## src/rtl/ex_stage_pkg.sv

```systemverilog
// Shared encodings for the execute stage: op codes, result classes, stall vector
// layout and the divider FSM states.
package ex_stage_pkg;

  localparam int unsigned DataWidth = 32;
  localparam int unsigned RegAddrW  = 5;
  localparam int unsigned StopWidth = 6;
  localparam int unsigned StopExBit = 3;
  localparam int unsigned CntW      = 6;

  localparam logic Stop   = 1'b1;
  localparam logic NoStop = 1'b0;

  localparam logic [7:0] ExeNopOp   = 8'b0000_0000;
  localparam logic [7:0] ExeAndOp   = 8'b0010_0100;
  localparam logic [7:0] ExeOrOp    = 8'b0010_0101;
  localparam logic [7:0] ExeXorOp   = 8'b0010_0110;
  localparam logic [7:0] ExeNorOp   = 8'b0010_0111;
  localparam logic [7:0] ExeSllOp   = 8'b0111_1100;
  localparam logic [7:0] ExeSrlOp   = 8'b0000_0010;
  localparam logic [7:0] ExeSraOp   = 8'b0000_0011;
  localparam logic [7:0] ExeMovzOp  = 8'b0000_1010;
  localparam logic [7:0] ExeMovnOp  = 8'b0000_1011;
  localparam logic [7:0] ExeAddOp   = 8'b0010_0000;
  localparam logic [7:0] ExeAdduOp  = 8'b0010_0001;
  localparam logic [7:0] ExeSubOp   = 8'b0010_0010;
  localparam logic [7:0] ExeSubuOp  = 8'b0010_0011;
  localparam logic [7:0] ExeSltOp   = 8'b0010_1010;
  localparam logic [7:0] ExeSltuOp  = 8'b0010_1011;
  localparam logic [7:0] ExeMultOp  = 8'b0001_1000;
  localparam logic [7:0] ExeMultuOp = 8'b0001_1001;
  localparam logic [7:0] ExeDivOp   = 8'b0001_1010;
  localparam logic [7:0] ExeDivuOp  = 8'b0001_1011;

  localparam logic [2:0] ExeResNop   = 3'b000;
  localparam logic [2:0] ExeResLogic = 3'b001;
  localparam logic [2:0] ExeResShift = 3'b010;
  localparam logic [2:0] ExeResMove  = 3'b011;
  localparam logic [2:0] ExeResArith = 3'b100;
  localparam logic [2:0] ExeResMul   = 3'b101;

  typedef enum logic [1:0] {
    DivIdle  = 2'b00,
    DivBusy  = 2'b01,
    DivDzero = 2'b10,
    DivDone  = 2'b11
  } div_state_e;

endpackage

```

## src/rtl/ex_stage_div_unit.sv

```systemverilog
// Iterative radix-2 restoring divider: one quotient bit per cycle on magnitudes,
// sign correction applied on the registered quotient/remainder while in DONE.
module div_unit
  import ex_stage_pkg::*;
#(
  parameter int unsigned DW = DataWidth
) (
  input  logic            clk,
  input  logic            rst_n,
  input  logic            i_start,
  input  logic            i_signed,
  input  logic [DW-1:0]   i_op_a,
  input  logic [DW-1:0]   i_op_b,
  input  logic            i_hold,
  output logic [2*DW-1:0] o_result,
  output logic            o_ready,
  output logic            o_busy
);

  div_state_e      r_state, w_state_next;
  logic [DW-1:0]   r_dividend, r_divisor, r_quot, r_rem;
  logic [CntW-1:0] r_cnt;
  logic            r_q_neg, r_r_neg;

  logic [DW-1:0]   w_abs_a, w_abs_b;
  logic [DW:0]     w_rem_sh, w_diff;
  logic            w_ge;
  logic [DW-1:0]   w_rem_next;

  assign w_abs_a = (i_signed && i_op_a[DW-1]) ? -i_op_a : i_op_a;
  assign w_abs_b = (i_signed && i_op_b[DW-1]) ? -i_op_b : i_op_b;

  // Remainder is kept below the divisor, so the shifted value needs one extra bit.
  assign w_rem_sh   = {r_rem, r_dividend[DW-1]};
  assign w_diff     = w_rem_sh - {1'b0, r_divisor};
  assign w_ge       = ~w_diff[DW];
  assign w_rem_next = w_ge ? w_diff[DW-1:0] : w_rem_sh[DW-1:0];

  always_comb begin
    w_state_next = r_state;
    o_busy       = 1'b0;
    o_ready      = 1'b0;
    unique case (r_state)
      DivIdle: begin
        if (i_start) begin
          o_busy       = 1'b1;
          w_state_next = (i_op_b == '0) ? DivDzero : DivBusy;
        end
      end
      DivBusy: begin
        o_busy = 1'b1;
        if (r_cnt == CntW'(DW - 1)) w_state_next = DivDone;
      end
      DivDzero: begin
        o_busy       = 1'b1;
        w_state_next = DivDone;
      end
      DivDone: begin
        o_ready = 1'b1;
        if (!i_hold) w_state_next = DivIdle;
      end
      default: w_state_next = DivIdle;
    endcase
  end

  always_ff @(posedge clk or negedge rst_n) begin
    if (!rst_n) r_state <= DivIdle;
    else        r_state <= w_state_next;
  end

  always_ff @(posedge clk or negedge rst_n) begin
    if (!rst_n) begin
      r_dividend <= '0;
      r_divisor  <= '0;
      r_quot     <= '0;
      r_rem      <= '0;
      r_cnt      <= '0;
      r_q_neg    <= 1'b0;
      r_r_neg    <= 1'b0;
    end else begin
      case (r_state)
        DivIdle: begin
          if (i_start) begin
            r_cnt  <= '0;
            r_quot <= '0;
            r_rem  <= '0;
            if (i_op_b != '0) begin
              r_dividend <= w_abs_a;
              r_divisor  <= w_abs_b;
              r_q_neg    <= i_signed & (i_op_a[DW-1] ^ i_op_b[DW-1]);
              r_r_neg    <= i_signed & i_op_a[DW-1];
            end
          end
        end
        DivBusy: begin
          r_dividend <= {r_dividend[DW-2:0], 1'b0};
          r_rem      <= w_rem_next;
          r_quot     <= {r_quot[DW-2:0], w_ge};
          r_cnt      <= r_cnt + CntW'(1);
        end
        DivDzero: begin
          r_quot  <= '0;
          r_rem   <= '0;
          r_q_neg <= 1'b0;
          r_r_neg <= 1'b0;
        end
        default: ;
      endcase
    end
  end

  assign o_result = {(r_r_neg ? -r_rem : r_rem), (r_q_neg ? -r_quot : r_quot)};

endmodule

```

## src/rtl/ex_stage.sv

```systemverilog
// MIPS execute stage: single-cycle ALU and multiplier, plus an iterative divider
// that stalls the pipeline through stopreq_ex until its result is ready.
module ex_stage
  import ex_stage_pkg::*;
#(
  parameter int unsigned DW = DataWidth
) (
  input  logic                 clk,
  input  logic                 rst_n,
  input  logic [7:0]           op_ex,
  input  logic [2:0]           sel_ex,
  input  logic [DW-1:0]        num1_ex,
  input  logic [DW-1:0]        num2_ex,
  input  logic [RegAddrW-1:0]  desReg_addr_ex,
  input  logic                 en_wd_ex,
  input  logic [StopWidth-1:0] stop,
  output logic [DW-1:0]        wdata,
  output logic [RegAddrW-1:0]  desReg_addr,
  output logic                 en_wd,
  output logic                 whilo,
  output logic [DW-1:0]        hi,
  output logic [DW-1:0]        lo,
  output logic                 stopreq_ex
);

  localparam int unsigned ShW = $clog2(DW);
  localparam int unsigned PW  = 2 * DW;

  logic [DW-1:0]  w_alu, w_sum, w_diff, w_ma, w_mb;
  logic           w_ov, w_mov_we, w_mul_op, w_mul_neg, w_div_op;
  logic [ShW-1:0] w_sh;
  logic [PW-1:0]  w_prod_u, w_prod, w_div_result;
  logic           w_div_ready, w_div_busy;
  logic           w_stop_unused;

  assign w_stop_unused = ^{stop[StopWidth-1:StopExBit+1], stop[StopExBit-1:0]};

  assign w_sh   = num1_ex[ShW-1:0];
  assign w_sum  = num1_ex + num2_ex;
  assign w_diff = num1_ex - num2_ex;

  always_comb begin
    w_alu    = '0;
    w_ov     = 1'b0;
    w_mov_we = 1'b1;
    case (sel_ex)
      ExeResLogic: begin
        case (op_ex)
          ExeAndOp: w_alu = num1_ex & num2_ex;
          ExeOrOp:  w_alu = num1_ex | num2_ex;
          ExeXorOp: w_alu = num1_ex ^ num2_ex;
          ExeNorOp: w_alu = ~(num1_ex | num2_ex);
          default:  w_alu = '0;
        endcase
      end
      ExeResShift: begin
        case (op_ex)
          ExeSllOp: w_alu = num2_ex << w_sh;
          ExeSrlOp: w_alu = num2_ex >> w_sh;
          ExeSraOp: w_alu = $signed(num2_ex) >>> w_sh;
          default:  w_alu = '0;
        endcase
      end
      ExeResMove: begin
        case (op_ex)
          ExeMovzOp: begin
            w_alu    = num1_ex;
            w_mov_we = (num2_ex == '0);
          end
          ExeMovnOp: begin
            w_alu    = num1_ex;
            w_mov_we = (num2_ex != '0);
          end
          default: w_alu = '0;
        endcase
      end
      ExeResArith: begin
        case (op_ex)
          ExeAddOp: begin
            w_alu = w_sum;
            w_ov  = (num1_ex[DW-1] == num2_ex[DW-1]) && (w_sum[DW-1] != num1_ex[DW-1]);
          end
          ExeAdduOp: w_alu = w_sum;
          ExeSubOp: begin
            w_alu = w_diff;
            w_ov  = (num1_ex[DW-1] != num2_ex[DW-1]) && (w_diff[DW-1] != num1_ex[DW-1]);
          end
          ExeSubuOp: w_alu = w_diff;
          ExeSltOp:  w_alu = {{(DW-1){1'b0}}, ($signed(num1_ex) < $signed(num2_ex))};
          ExeSltuOp: w_alu = {{(DW-1){1'b0}}, (num1_ex < num2_ex)};
          default:   w_alu = '0;
        endcase
      end
      default: w_alu = '0;
    endcase
  end

  // Signed multiply runs on magnitudes and re-applies the sign to the full product.
  assign w_mul_op  = (op_ex == ExeMultOp) || (op_ex == ExeMultuOp);
  assign w_ma      = ((op_ex == ExeMultOp) && num1_ex[DW-1]) ? -num1_ex : num1_ex;
  assign w_mb      = ((op_ex == ExeMultOp) && num2_ex[DW-1]) ? -num2_ex : num2_ex;
  assign w_mul_neg = (op_ex == ExeMultOp) && (num1_ex[DW-1] ^ num2_ex[DW-1]);
  assign w_prod_u  = PW'(w_ma) * PW'(w_mb);
  assign w_prod    = w_mul_neg ? -w_prod_u : w_prod_u;

  assign w_div_op = (op_ex == ExeDivOp) || (op_ex == ExeDivuOp);

  div_unit #(
    .DW(DW)
  ) u_div (
    .clk      (clk),
    .rst_n    (rst_n),
    .i_start  (w_div_op),
    .i_signed (op_ex == ExeDivOp),
    .i_op_a   (num1_ex),
    .i_op_b   (num2_ex),
    .i_hold   (stop[StopExBit] == Stop),
    .o_result (w_div_result),
    .o_ready  (w_div_ready),
    .o_busy   (w_div_busy)
  );

  always_comb begin
    wdata       = w_alu;
    desReg_addr = desReg_addr_ex;
    en_wd       = en_wd_ex & ~w_ov & w_mov_we;
    whilo       = 1'b0;
    hi          = '0;
    lo          = '0;
    stopreq_ex  = w_div_busy;
    if (w_mul_op) begin
      whilo    = 1'b1;
      {hi, lo} = w_prod;
    end else if (w_div_ready) begin
      whilo    = 1'b1;
      {hi, lo} = w_div_result;
    end
    // Outputs read as idle while reset is held, whatever the upstream register shows.
    if (!rst_n) begin
      wdata       = '0;
      desReg_addr = '0;
      en_wd       = 1'b0;
      whilo       = 1'b0;
      hi          = '0;
      lo          = '0;
      stopreq_ex  = 1'b0;
    end
  end

endmodule

```

## config.mk

```make
export PLATFORM = sky130hd
export DESIGN_NAME = ex_stage
export DESIGN_NICKNAME = d
export VERILOG_FILES = /design/src/rtl/ex_stage_pkg.sv /design/src/rtl/ex_stage_div_unit.sv /design/src/rtl/ex_stage.sv
export SDC_FILE = /design/constraint.sdc
export NUM_CORES = 2
export LEC_CHECK = 0
export CORE_ASPECT_RATIO = 0.75
export CORE_MARGIN = 2
export CORE_UTILIZATION = 40
export CTS_CLUSTER_DIAMETER = 100
export CTS_CLUSTER_SIZE = 25
export DETAILED_ROUTE_END_ITERATION = 12
export PLACE_DENSITY = 0.67
export SYNTH_ARGS = -nofsm -noshare
export SYNTH_HDL_FRONTEND = slang
export SYNTH_SLANG_ARGS = --single-unit
```

## constraint.sdc

```tcl
create_clock -name clk -period 17.6 [get_ports clk]
set_input_delay 3.52 -clock clk [delete_from_list [all_inputs] [get_ports clk]]
set_output_delay 3.52 -clock clk [all_outputs]
set_load 0.02 [all_outputs]
```

==> results.sh <==
export IMPL_post_route_min_period_ns=17.69
export IMPL_endpoint_kind="primary output"
export IMPL_clkLatencyLatePin_ns=0.52
export IMPL_drc=0
export IMPL_synthToLayoutAreaGrowth_pct=29.86
export IMPL_drtPass1Iterations=8
export IMPL_holdWs_ns=0.4913
export IMPL_layout_commonest_cell="inv_1"
export IMPL_crit_start="num2_ex[4]"
export IMPL_synth_edf_count=0
export IMPL_routed_wl_mm=243.8
export IMPL_die_w_um=431.5
export IMPL_clock_path_buffers=2
export IMPL_io_buffers=187
export IMPL_critPathRequiredTime_ns=14.08
export IMPL_hp_class="flip-flop to flip-flop"
export IMPL_place_ws_ns=-1.449
export IMPL_die_h_um=324.6
export IMPL_gp_congestion=1.048
export IMPL_critical_path_arrival_ns=14.17
export IMPL_path_delay_family="adder cells"
export IMPL_worstPathBufferInverterCount=19
export IMPL_violations="setup timing"
export IMPL_drive_above_1_share_pct=21.86
export IMPL_synthFlopType="dfrtp_1"
export IMPL_grt_first_pass_wirelength_mm=357.6
export IMPL_worst_slew_margin_rel_pct=11.49
export IMPL_cts_hold_repair_buffers=0
export IMPL_r2r_slack_ns=12.61
export IMPL_clk_pin_slew_ns=0.07
export IMPL_ff_latch_area_mm2=0.003453
export IMPL_avgSynthCellArea_um2=7.787
export IMPL_initial_utilization_pct=40.36
export IMPL_outcome="finished with violations"
export IMPL_max_stage_delay_ns=0.58
export IMPL_ctsHtreeMaxLevel=4
export IMPL_max_freq_mhz=56.53
export IMPL_antenna_found_initial=6
export IMPL_reg2regPathDepth=17
export IMPL_drt_iter0_markers=6366
export IMPL_insertedDiodeCount=0
export IMPL_row_count=117
export IMPL_yosysSeqAreaShare_pct=6.298
export IMPL_clk_root_buffer_cell="clkbuf_16"
export IMPL_nets=9393
export IMPL_post_dp_cell_area_mm2=0.06653
export IMPL_syn_nets=8432
export IMPL_cp_slowest_cell="fa_2"
export IMPL_core_area_mm2=0.1359
export IMPL_vias=55810
export IMPL_maxCapViolations=0
export IMPL_period_share_pct=100.5
export IMPL_cp_depth=47
export IMPL_setup_violations=3
export IMPL_mostFrequentLayoutCells="inv_1, buf_4, nand2_1"
export IMPL_holdPathStages=2
export IMPL_grt_pass1_vias=55060
export IMPL_fin_ws_ns=-0.09080
export IMPL_endpoint="hi[29]"
export IMPL_skew_ns=0.02308
export IMPL_r2r_start="u_div.r_dividend[31]"
export IMPL_overflow=0
export IMPL_drtAntennaViolNets=0
export IMPL_cts_tree="done"
export IMPL_async_reset_ff_share_pct=100.0
export IMPL_synthCells=7041
export IMPL_grt_max_degree=100
export IMPL_fin_util_pct=52.41
export IMPL_ys_warn_count=0
export IMPL_synth_seq_cells=138
export IMPL_cp_max_fo=9
export IMPL_wire_per_inst_um=24.88
export IMPL_clock_sinks=138
export IMPL_rsz0062_at_grt="yes"
export IMPL_grt_usage_pct=34.16
export IMPL_hold_viol=0
export IMPL_multi_input_comb_area_mm2=0.04880
export IMPL_cts_buffers=17
export IMPL_startpoint_type="input pin"
export IMPL_path_class="input pin to primary output"
export IMPL_worstReg2RegEnd="u_div.r_rem[31]"
export IMPL_ys_types=116
export IMPL_crit_top_cell="buf_6"
export IMPL_fillCellCount=12730
export IMPL_dp_hpwl_mm=199.2
export IMPL_via_per_inst=5.695
export IMPL_die_area_mm2=0.1401
export IMPL_boundaryPins=193
export IMPL_slew_violations=0
export IMPL_post_route_cell_area_mm2=0.07120
export IMPL_tightest_slew_ns=1.328
export IMPL_syn_area_mm2=0.05483
## repair_timing
item | 4_1_cts | 5_1_grt
setup buffers | 101 | 47
gates resized for setup | 420 | 340
pin swaps | 180 | 176
endpoints found under the setup margin | 41 | 41
cloned | 4 | 4
## synth_stat cells, drive strengths merged, types with 9 or more instances
cell | count | area, µm²
and3 | 25 | 157.6
o41ai | 10 | 87.58
nor2 | 903 | 3392
or3 | 53 | 332.8
nor3 | 67 | 335.3
xnor2 | 272 | 2382
o21a | 24 | 180.2
and2 | 38 | 242.7
a211o | 9 | 80.08
a21oi | 334 | 1675
o22ai | 42 | 262.8
a21o | 66 | 500.5
o21ai | 476 | 2386
or2 | 19 | 121.4
dfrtp | 138 | 3453
nand4 | 43 | 290.3
buf | 31 | 152.6
nor2b | 29 | 188.9
o31ai | 47 | 362.8
o21bai | 29 | 221.5
a2111oi | 15 | 207.7
a22oi | 15 | 112.6
nand2 | 988 | 3711
ha | 403 | 5042
mux4 | 12 | 270.3
o31a | 10 | 90.09
o211ai | 29 | 217.7
a221oi | 16 | 140.1
a31oi | 36 | 231.5
a222oi | 16 | 160.2
mux2 | 9 | 101.4
nand3 | 58 | 290.3
inv | 1034 | 3881
nor4 | 37 | 259.0
and4 | 14 | 123.9
clkbuf | 371 | 1425
or4 | 21 | 170.2
mux2i | 114 | 1141
xor2 | 104 | 910.9
a211oi | 37 | 287.8
fa | 899 | 18000
o311ai | 9 | 78.83
nand2b | 35 | 219.0
## worst min path at each step
stage	start	slack (ns)	endpoint
final	u_div.r_dividend[25]	0.49	u_div.r_dividend[25]
after global routing	u_div.r_dividend[13]	0.52	u_div.r_dividend[13]
after CTS	u_div.r_dividend[23]	0.49	u_div.r_dividend[23]
after detailed placement	u_div.r_dividend[21]	0.47	u_div.r_dividend[21]
after global placement	u_div.r_dividend[29]	0.46	u_div.r_dividend[29]
after floorplan	u_div.r_divisor[30]	0.45	u_div.r_divisor[30]
## worst register-to-register path, delay by kind of cell, from the launching register on
kind	cells	cell delay [ns]
compound gates	7	2.16
xor+xnor	1	0.16
fa+ha+maj	2	0.59
buf+inv	3	0.61
flops	1	0.37
simple gates	4	0.99
## kinds of logic (layout without fill, tap and decap cells)
group           count (synthesis)  in the layout  synth area share (%)
compound gates               1296           1296                 14.58
xor+xnor                      376            376                 6.006
fa+ha+maj                    1302           1302                 42.02
buf+inv                      1445           2419                 10.04
flops                         138            138                 6.298
mux                           135            135                 2.759
simple gates                 2349           2349                 18.29
## layout make-up
type | count | share of cell area [%]
Clock buffer | 18 | 0.6027
Clock inverter | 14 | 0.1792
Inverter | 1041 | 5.504
Multi-Input combinational cell | 5458 | 68.54
Sequential cell | 138 | 4.850
Tap cell | 1785 | 3.137
Timing Repair Buffer | 1346 | 17.19
## through the flow
stage	cells	setup TNS (ns)
after floorplan	7041	0
after global placement	9622	-33.92
after detailed placement	9622	-37.26
after CTS	9757	-0.002636
after global routing	9800	-3.482
final	9800	-0.2079
## sequential cells by signal, summed over array words and instances, names as in the netlist
| signal | flops |
|---|---|
| u_div.r_quot | 32 |
| u_div.r_rem | 32 |
| u_div.r_dividend | 32 |
| u_div.r_r_neg | 1 |
| u_div.r_state | 2 |
| u_div.r_divisor | 32 |
| u_div.r_q_neg | 1 |
| u_div.r_cnt | 6 |
## layer usage
metal  global-route usage (%)  share of wire [%]
met4                    15.80                5.6
met3                    9.013                 12
met1                    47.04                 41
met2                    49.88                 42
met5                        0              0.029
Power is left out: the tool's default activity adds up to more than one toggle a clock period on the data nets, which glitch-free logic cannot reach.
